==> src/rtl/fetch_pkg.sv <==
// Shared types and constants for the instruction-fetch stage.
// Holds the fetch FSM state enum, instruction/PC widths and the bubble and halt encodings.
package fetch_pkg;
   localparam int INSTR_W = 16;
   localparam int PC_W    = 16;

   localparam logic [PC_W-1:0]    RESET_PC_C   = 16'h0000;
   localparam logic [INSTR_W-1:0] NOP_INSTR_C  = 16'hE000;
   localparam logic [3:0]         HLT_OPCODE_C = 4'hF;

   typedef enum logic [2:0] {
      FETCH,
      WAIT,
      HOLD,
      DRAIN,
      HALT
   } fetch_state_t;
endpackage

==> src/rtl/fetch_decode_reg.sv <==
// IF/ID pipeline register: bubble loads NOP with valid=0, load captures {pc, instr} with valid=1.
// No added latency beyond the register itself; holds contents when neither bubble nor load is asserted.
module fetch_decode_reg
   import fetch_pkg::*;
#(
   parameter logic [PC_W-1:0]    RESET_PC  = RESET_PC_C,
   parameter logic [INSTR_W-1:0] NOP_INSTR = NOP_INSTR_C
) (
   input  logic               clk,
   input  logic               rst,
   input  logic               load,
   input  logic               bubble,
   input  logic [PC_W-1:0]    pc,
   input  logic [INSTR_W-1:0] instr,
   output logic [PC_W-1:0]    curr_pc,
   output logic [INSTR_W-1:0] curr_instr,
   output logic               valid
);

   always_ff @(posedge clk or negedge rst) begin
      if (!rst) begin
         curr_pc    <= RESET_PC;
         curr_instr <= NOP_INSTR;
         valid      <= 1'b0;
      end else if (bubble) begin
         // The PC field keeps its last value; only the instruction is replaced.
         curr_instr <= NOP_INSTR;
         valid      <= 1'b0;
      end else if (load) begin
         curr_pc    <= pc;
         curr_instr <= instr;
         valid      <= 1'b1;
      end
   end

endmodule

==> src/rtl/fetch_stage.sv <==
// Instruction fetch: owns PC, issues one imem request at a time (>=2 cycles/instr), parks after HLT.
// Decode stall holds IF/ID (response buffered in HOLD); flush redirects. FETCH_PERF_CNT_EN adds counters.
module fetch_stage
   import fetch_pkg::*;
#(
   parameter logic [PC_W-1:0]    RESET_PC   = RESET_PC_C,
   parameter logic [INSTR_W-1:0] NOP_INSTR  = NOP_INSTR_C,
   parameter logic [3:0]         HLT_OPCODE = HLT_OPCODE_C
) (
   input  logic               clk,
   input  logic               rst,
   input  logic               stall,
   input  logic               flush,
   input  logic [PC_W-1:0]    branch_pc,
   output logic               imem_req,
   output logic [PC_W-1:0]    imem_addr,
   input  logic [INSTR_W-1:0] imem_rdata,
   input  logic               imem_valid,
   output logic [PC_W-1:0]    curr_pc_fd,
   output logic [INSTR_W-1:0] curr_instr_fd,
   output logic               fd_valid,
   output logic               halted,
   output logic [15:0]        fetch_count,
   output logic [15:0]        bubble_count
);

   fetch_state_t        state, state_nxt;
   logic [PC_W-1:0]     pc, pc_nxt, pc_inc;
   logic [INSTR_W-1:0]  buf_q, buf_nxt, ready_instr;
   logic                ready, fetch_req, if_load, if_bubble;

   assign pc_inc = pc + PC_W'(2);

   always_ff @(posedge clk or negedge rst) begin
      if (!rst) begin
         state <= FETCH;
         pc    <= RESET_PC;
         buf_q <= NOP_INSTR;
      end else begin
         state <= state_nxt;
         pc    <= pc_nxt;
         buf_q <= buf_nxt;
      end
   end

   always_comb begin
      state_nxt   = state;
      pc_nxt      = pc;
      buf_nxt     = buf_q;
      ready       = 1'b0;
      ready_instr = buf_q;
      fetch_req   = 1'b0;
      case (state)
         FETCH: begin
            // A redirect in the request cycle suppresses the request entirely.
            if (flush) begin
               pc_nxt = branch_pc;
            end else begin
               fetch_req = 1'b1;
               state_nxt = WAIT;
            end
         end
         WAIT: begin
            ready_instr = imem_rdata;
            if (imem_valid) begin
               if (flush) begin
                  pc_nxt    = branch_pc;
                  state_nxt = FETCH;
               end else if (stall) begin
                  buf_nxt   = imem_rdata;
                  state_nxt = HOLD;
               end else begin
                  ready     = 1'b1;
                  pc_nxt    = pc_inc;
                  state_nxt = (imem_rdata[INSTR_W-1 -: 4] == HLT_OPCODE) ? HALT : FETCH;
               end
            end else if (flush) begin
               pc_nxt    = branch_pc;
               state_nxt = DRAIN;
            end
         end
         HOLD: begin
            if (flush) begin
               pc_nxt    = branch_pc;
               state_nxt = FETCH;
            end else if (!stall) begin
               ready     = 1'b1;
               pc_nxt    = pc_inc;
               state_nxt = (buf_q[INSTR_W-1 -: 4] == HLT_OPCODE) ? HALT : FETCH;
            end
         end
         DRAIN: begin
            // The response to the abandoned request must be swallowed before a new one goes out.
            if (flush) pc_nxt = branch_pc;
            if (imem_valid) state_nxt = FETCH;
         end
         HALT: begin
            if (flush) begin
               pc_nxt    = branch_pc;
               state_nxt = FETCH;
            end
         end
         default: state_nxt = FETCH;
      endcase
   end

   assign imem_req  = fetch_req & rst;
   assign imem_addr = pc;
   assign halted    = (state == HALT);

   assign if_load   = ready;
   assign if_bubble = flush | (~stall & ~ready);

   fetch_decode_reg #(
      .RESET_PC  (RESET_PC),
      .NOP_INSTR (NOP_INSTR)
   ) u_fd_reg (
      .clk        (clk),
      .rst        (rst),
      .load       (if_load),
      .bubble     (if_bubble),
      .pc         (pc),
      .instr      (ready_instr),
      .curr_pc    (curr_pc_fd),
      .curr_instr (curr_instr_fd),
      .valid      (fd_valid)
   );

`ifdef FETCH_PERF_CNT_EN
   logic [15:0] fetch_cnt_q, bubble_cnt_q;

   always_ff @(posedge clk or negedge rst) begin
      if (!rst) begin
         fetch_cnt_q  <= 16'h0000;
         bubble_cnt_q <= 16'h0000;
      end else begin
         if (if_load && fetch_cnt_q != 16'hFFFF) fetch_cnt_q <= fetch_cnt_q + 16'h0001;
         if (if_bubble && bubble_cnt_q != 16'hFFFF) bubble_cnt_q <= bubble_cnt_q + 16'h0001;
      end
   end

   assign fetch_count  = fetch_cnt_q;
   assign bubble_count = bubble_cnt_q;
`else
   assign fetch_count  = 16'h0000;
   assign bubble_count = 16'h0000;
`endif

endmodule

==> config.mk <==
export PLATFORM = sky130hd
export DESIGN_NAME = fetch_stage
export DESIGN_NICKNAME = d
export VERILOG_FILES = /design/src/rtl/fetch_pkg.sv /design/src/rtl/fetch_decode_reg.sv /design/src/rtl/fetch_stage.sv
export SDC_FILE = /design/constraint.sdc
export NUM_CORES = 1
export LEC_CHECK = 0
export ABC_AREA = 1
export BUFFER_PORTS_ARGS = -buffer_cell sky130_fd_sc_hd__buf_2
export CORE_AREA = 2 2 64 126
export CTS_CLUSTER_DIAMETER = 150
export DETAILED_ROUTE_END_ITERATION = 10
export DIE_AREA = 0 0 66 128
export PLACE_DENSITY = 0.82
export REMOVE_ABC_BUFFERS = 1
export SLEW_MARGIN = 20
export SYNTH_ARGS = -nofsm -noshare
export SYNTH_HDL_FRONTEND = slang
export SYNTH_SLANG_ARGS = --single-unit
==> constraint.sdc <==
create_clock -name clk -period 2.6 [get_ports clk]
set_clock_uncertainty 0.15 [all_clocks]
set_input_delay 0.13 -clock clk [delete_from_list [all_inputs] [get_ports clk]]
set_output_delay 0.13 -clock clk [all_outputs]
set_load 0.1 [all_outputs]
After elaboration in Yosys (flattened, before gate mapping) --
Index checks and enable logic that the tools add are counted.
Word-level totals: flip-flop bits (word level) 68, word-level logic and storage cells 60, input bits 37, output and inout port bits 83
Cells by class: equal/unequal tests 11, multiplexer cells 28, bitwise logic cells 7, $add $sub $neg 1, reduce and logical (&&, ||, !) cells 7
Operator list (count):
- $mux 16 | 7
- $pmux 16 s3 | 1
- $mux 3 | 11
- $add 16x2->16 const B | 1
- $pmux 3 s5 | 1
- $eq 4x4->1 const B | 2
- $mux 1 | 7
- $eq 3x2->1 const B | 2
- $ne 2x2->1 const B | 3
- $ne 3x3->1 const B | 2
- $reduce_and 5->1 | 1
- $not 1->1 | 4
- $reduce_and 4->1 | 1
- $eq 3x1->1 const B | 1
- $eq 3x3->1 const B | 1
- $logic_not 3->1 | 1
- $reduce_bool 3->1 | 1
- $reduce_or 3->1 | 1
- $and 1x1->1 | 2
- $pmux 1 s2 | 1
- $reduce_and 2->1 | 1
- $reduce_bool 2->1 | 1
- $or 1x1->1 | 1

Longest topological paths before layout --
word-level depth 9, depth in mapped cells 12, gate-level depth less buffers 12

Modules after synthesis --
From an unflattened synthesis, not the netlist that was laid out.
Second synthesis, totals: cells, all modules 549, area, all modules 4112.7 µm²
By module, submodules not included:
- fetch_stage | cells an instance 406, area an instance 2751.4 µm², times used 1, sequential area each 879.6 µm²
- fetch_decode_reg | cells an instance 143, area an instance 1361.3 µm², times used 1, sequential area each 829.5 µm²

Worst setup path before layout --
No wires, ideal clock.
path type reg-to-reg, start reg state[1], end reg state[1], buffers on the path 0, path slack -0.155 ns, cell stages (with the launch flop) 11, setup time 0.123 ns, data required time 2.327 ns, data arrival time 2.481 ns, clock period less this slack 2.755 ns, cells stage by stage dfrtp_1 -> inv_2 -> nand2_4 -> nor2_1 -> nand2_1 -> o31ai_1 -> inv_1 -> nand2_1 -> inv_1 -> nor2_1 -> a21oi_1
On the way: word-level cells in the longest chain between the ends 3, elaborated cells on any way between the ends 12, classes of those cells eq/ne: 9; mux: 1; reduce/logical: 2
RTL lines:
- start: declaration | line fetch_stage.sv:27 | fetch_state_t state, state_nxt;
- start signal: assignment | line fetch_stage.sv:40 | state <= state_nxt;
- $eq 3x3->1 (*)
- via halted | line fetch_stage.sv:22 | output logic halted,
- $ne 2x2->1 (no source line)
- $reduce_and 5->1 (no source line)
Mark *: on every way through the listed nets, which the timed path passes. The rest lies on a longest branch. A chain may end at the register's enable or synchronous reset.

Worst setup path after layout --
start reg state[0], end out imem_req
On the way: word-level cells in the longest chain between the ends 3
RTL lines:
- $logic_not 3->1 | line fetch_stage.sv:53 | case (state)
- $mux 1 | line fetch_stage.sv:53
- $and 1x1->1 | line fetch_stage.sv:107 | assign imem_req = fetch_req & rst;
- end: declaration | line fetch_stage.sv:15 | output logic imem_req,
No other way between the ends.

==> metrics.cfg <==
[grt]
antenna_found_initial = 0
grt_pass1_wl_um = 17700
grt_start_max_net_pins = 69
grt-ovfl-total = 0
grt_usage_pct = 27.6
grt_pass1_vias = 3855

[cells_and_area]
diodes = 0
utilization_pct = 65.6
mostFrequentLayoutCell = nand2_1
final_cells = 742
final_cell_mix = nand2_1, buf_2, o21ai_0
final_cell_area_um2 = 4950
drive_above_1_share_pct = 21.9
syn_to_final_growth_pct = 23.5
nets = 681

[detailed_routing]
drt_iter0_markers = 303
route.detailed.drc = 0
vias = 3944
avgRoutedWirePerCell_um = 15.1
dr.pass1.iters = 5
final_antenna_net_count = 0
via_per_inst = 5.32
wirelength_um = 11200

[cts]
root_buffer = clkbuf_16
clock_latency_ns = 0.33
cts_setup_buffers = 0
cts_resized = 0
clock_sink_count = 68
cts_tree = built
cts_inserted_buffers = 9
cts_max_level = 3
clkTransAtPathRegs_ns = 0.06
clock_path_buffers = 2

[pwr]
power.internal_w = 0.00312
p_comb_share_pct = 56.2
p_switching_w = 0.00417
p_leak_nw = 2.60
seq_power_share_pct = 25.1
ir_drop_uv = 829
clkPwrFrac_pct = 18.7
power.density_nw_per_um2 = 1470
swShare_pct = 57.2

[sta]
worstMarginPinSlew_ns = 0.865
max_slew_margin_pct = 42.4
max_freq_mhz = 486
slew_violations = 0
hold_ws_ns = 0.00522
period_needed_ns = 2.06
fin_crit_sh_pct = 79.2
finalSetupViolations = 0
hold_viol = 0
rsz0062_at_grt = false

[critical_path]
cp_data_arrival_time_ns = 1.78
cp_data_required_time_ns = 2.32
critPathLaunchType = flop
crit_fanout = 4
path_class = reg2out
end_kind = primary output

[placement]
portBuffers = 87
place_area_um2 = 4390
place_congestion = 0.894
hpwl_um = 7630
dp.cells = 704

[yosys]
synth_top_family_by_area = simple AND/OR/NAND/NOR gates
synth_warnings = 0
synthXorXnorAreaFrac_pct = 0
synthMuxAreaShare_pct = 0
synth_compound_area_share_pct = 15.3
synth_edf_count = 0
synth_ff_type = dfrtp_1
ys_ff_latch = 68
synth.distinct_cells = 39
seq_area_frac_synth_pct = 42.7
syn_inst = 535
syn_area_um2 = 4010
syn_avg_cell_area_um2 = 7.49
yosys.area_share.adder_pct = 0.312
yosys.area_share.simple_pct = 26.9
ys_async_sr_fraction_pct = 100

[hold_path]
hp-class = in2reg

[die]
fp.dieW_um = 66
row_count = 45
die_h_um = 128
ios = 120
core_area_um2 = 7540
start_util_pct = 53.1
die_area_um2 = 8450

[flow_run]
cap_violations = 0

[status]
status = completed

## routing by layer
| metal | track usage, % | share of wire, % |
|---|---|---|
| met5 | 0 | 0 |
| met4 | 13.6 | 3.2 |
| met3 | 4.57 | 5.3 |
| met2 | 51.0 | 56 |
| met1 | 29.1 | 35 |
## worst max-delay path, cell delays in order (launching register included)
cell	delay (ns)
dfrtp_1	0.41
inv_1	0.16
nand2_4	0.09
inv_2	0.11
nand2_1	0.09
nor2_1	0.14
buf_2	0.45
## worst paths after layout
check                                     start                   end  slack [ns]  depth (start not counted)
setup / recovery                       state[0]              imem_req        0.54                          6
hold / removal                     branch_pc[2]          imem_addr[2]       0.005                          5
setup reg to reg                   imem_addr[1]         imem_addr[15]        0.70                         12
hold reg to reg            u_fd_reg.curr_pc[12]  u_fd_reg.curr_pc[12]        0.33                          2
max in group asynchronous                   rst   u_fd_reg.curr_pc[6]        1.30                          3
min in group asynchronous                   rst         imem_addr[15]        0.45                          3
## repair_timing
item / 4_1_cts / 5_1_grt
hold buffers: 22 / 0
endpoints found under the setup margin: 0 / 0
hold endpoints to repair: 83 / 0
## power by group through the flow
stage                     clock network (W)  logic, W  registers (W)
after CTS                           0.00137   0.00408        0.00182
after global routing                0.00141   0.00437        0.00188
after floorplan                           0   0.00146        0.00364
after global placement                    0   0.00399        0.00181
after detailed placement                  0   0.00404        0.00183
final                               0.00136   0.00410        0.00183
## final cells by class
| class | instances | area, um^2 |
|---|---|---|
| Fill cell | 683 | 2600 |
| Multi-Input combinational cell | 380 | 1820 |
| Sequential cell | 68 | 1710 |
| Timing Repair Buffer | 115 | 701 |
| Inverter | 69 | 262 |
| Clock buffer | 11 | 253 |
| Tap cell | 94 | 118 |
| Clock inverter | 5 | 82.6 |
## state kept, by name (all words and copies together) (netlist names)
| register | count |
|---|---|
| u_fd_reg.valid | 1 |
| imem_addr | 16 |
| buf_q | 16 |
| state | 3 |
| u_fd_reg.curr_pc | 16 |
| u_fd_reg.curr_instr | 16 |
## synth_stat cells, types with 3 or more instances
| cell | count | share of area [%] |
|---|---|---|
| nor3_1 | 6 | 0.75 |
| nor2_8 | 3 | 1.5 |
| nand2_1 | 131 | 12 |
| a21oi_1 | 14 | 1.7 |
| buf_4 | 33 | 6.2 |
| dfstp_2 | 6 | 3.9 |
| clkbuf_1 | 5 | 0.47 |
| o31ai_1 | 4 | 0.75 |
| nand3_1 | 29 | 3.6 |
| nor2_1 | 42 | 3.9 |
| inv_2 | 9 | 0.84 |
| o21ai_1 | 11 | 1.4 |
| or2_2 | 3 | 0.47 |
| buf_2 | 10 | 1.2 |
| dfrtp_1 | 62 | 39 |
| nand4_1 | 17 | 2.7 |
| o21ai_0 | 67 | 8.4 |
| inv_1 | 59 | 5.5 |
## stage by stage
stage | setup slack, ns | setup TNS (ns) | total power [W]
2_1_floorplan | -0.155 | -0.336 | 0.00510
3_3_place_gp | 0.774 | 0 | 0.00580
3_5_place_dp | 0.742 | 0 | 0.00588
4_1_cts | 0.553 | 0 | 0.00727
5_1_grt | 0.487 | 0 | 0.00767
6_report | 0.541 | 0 | 0.00729
## kinds of logic (layout without fill, tap and decap cells)
logic type                 after synthesis  after routing
and+or+nand+nor                        238            238
buffers and inverters                  118            200
AOI/OAI and AO/OA                      109            109
DFF                                     68             68
adders and majority gates                1              1
other                                    1             32
Power figures use the tool's default switching activity.
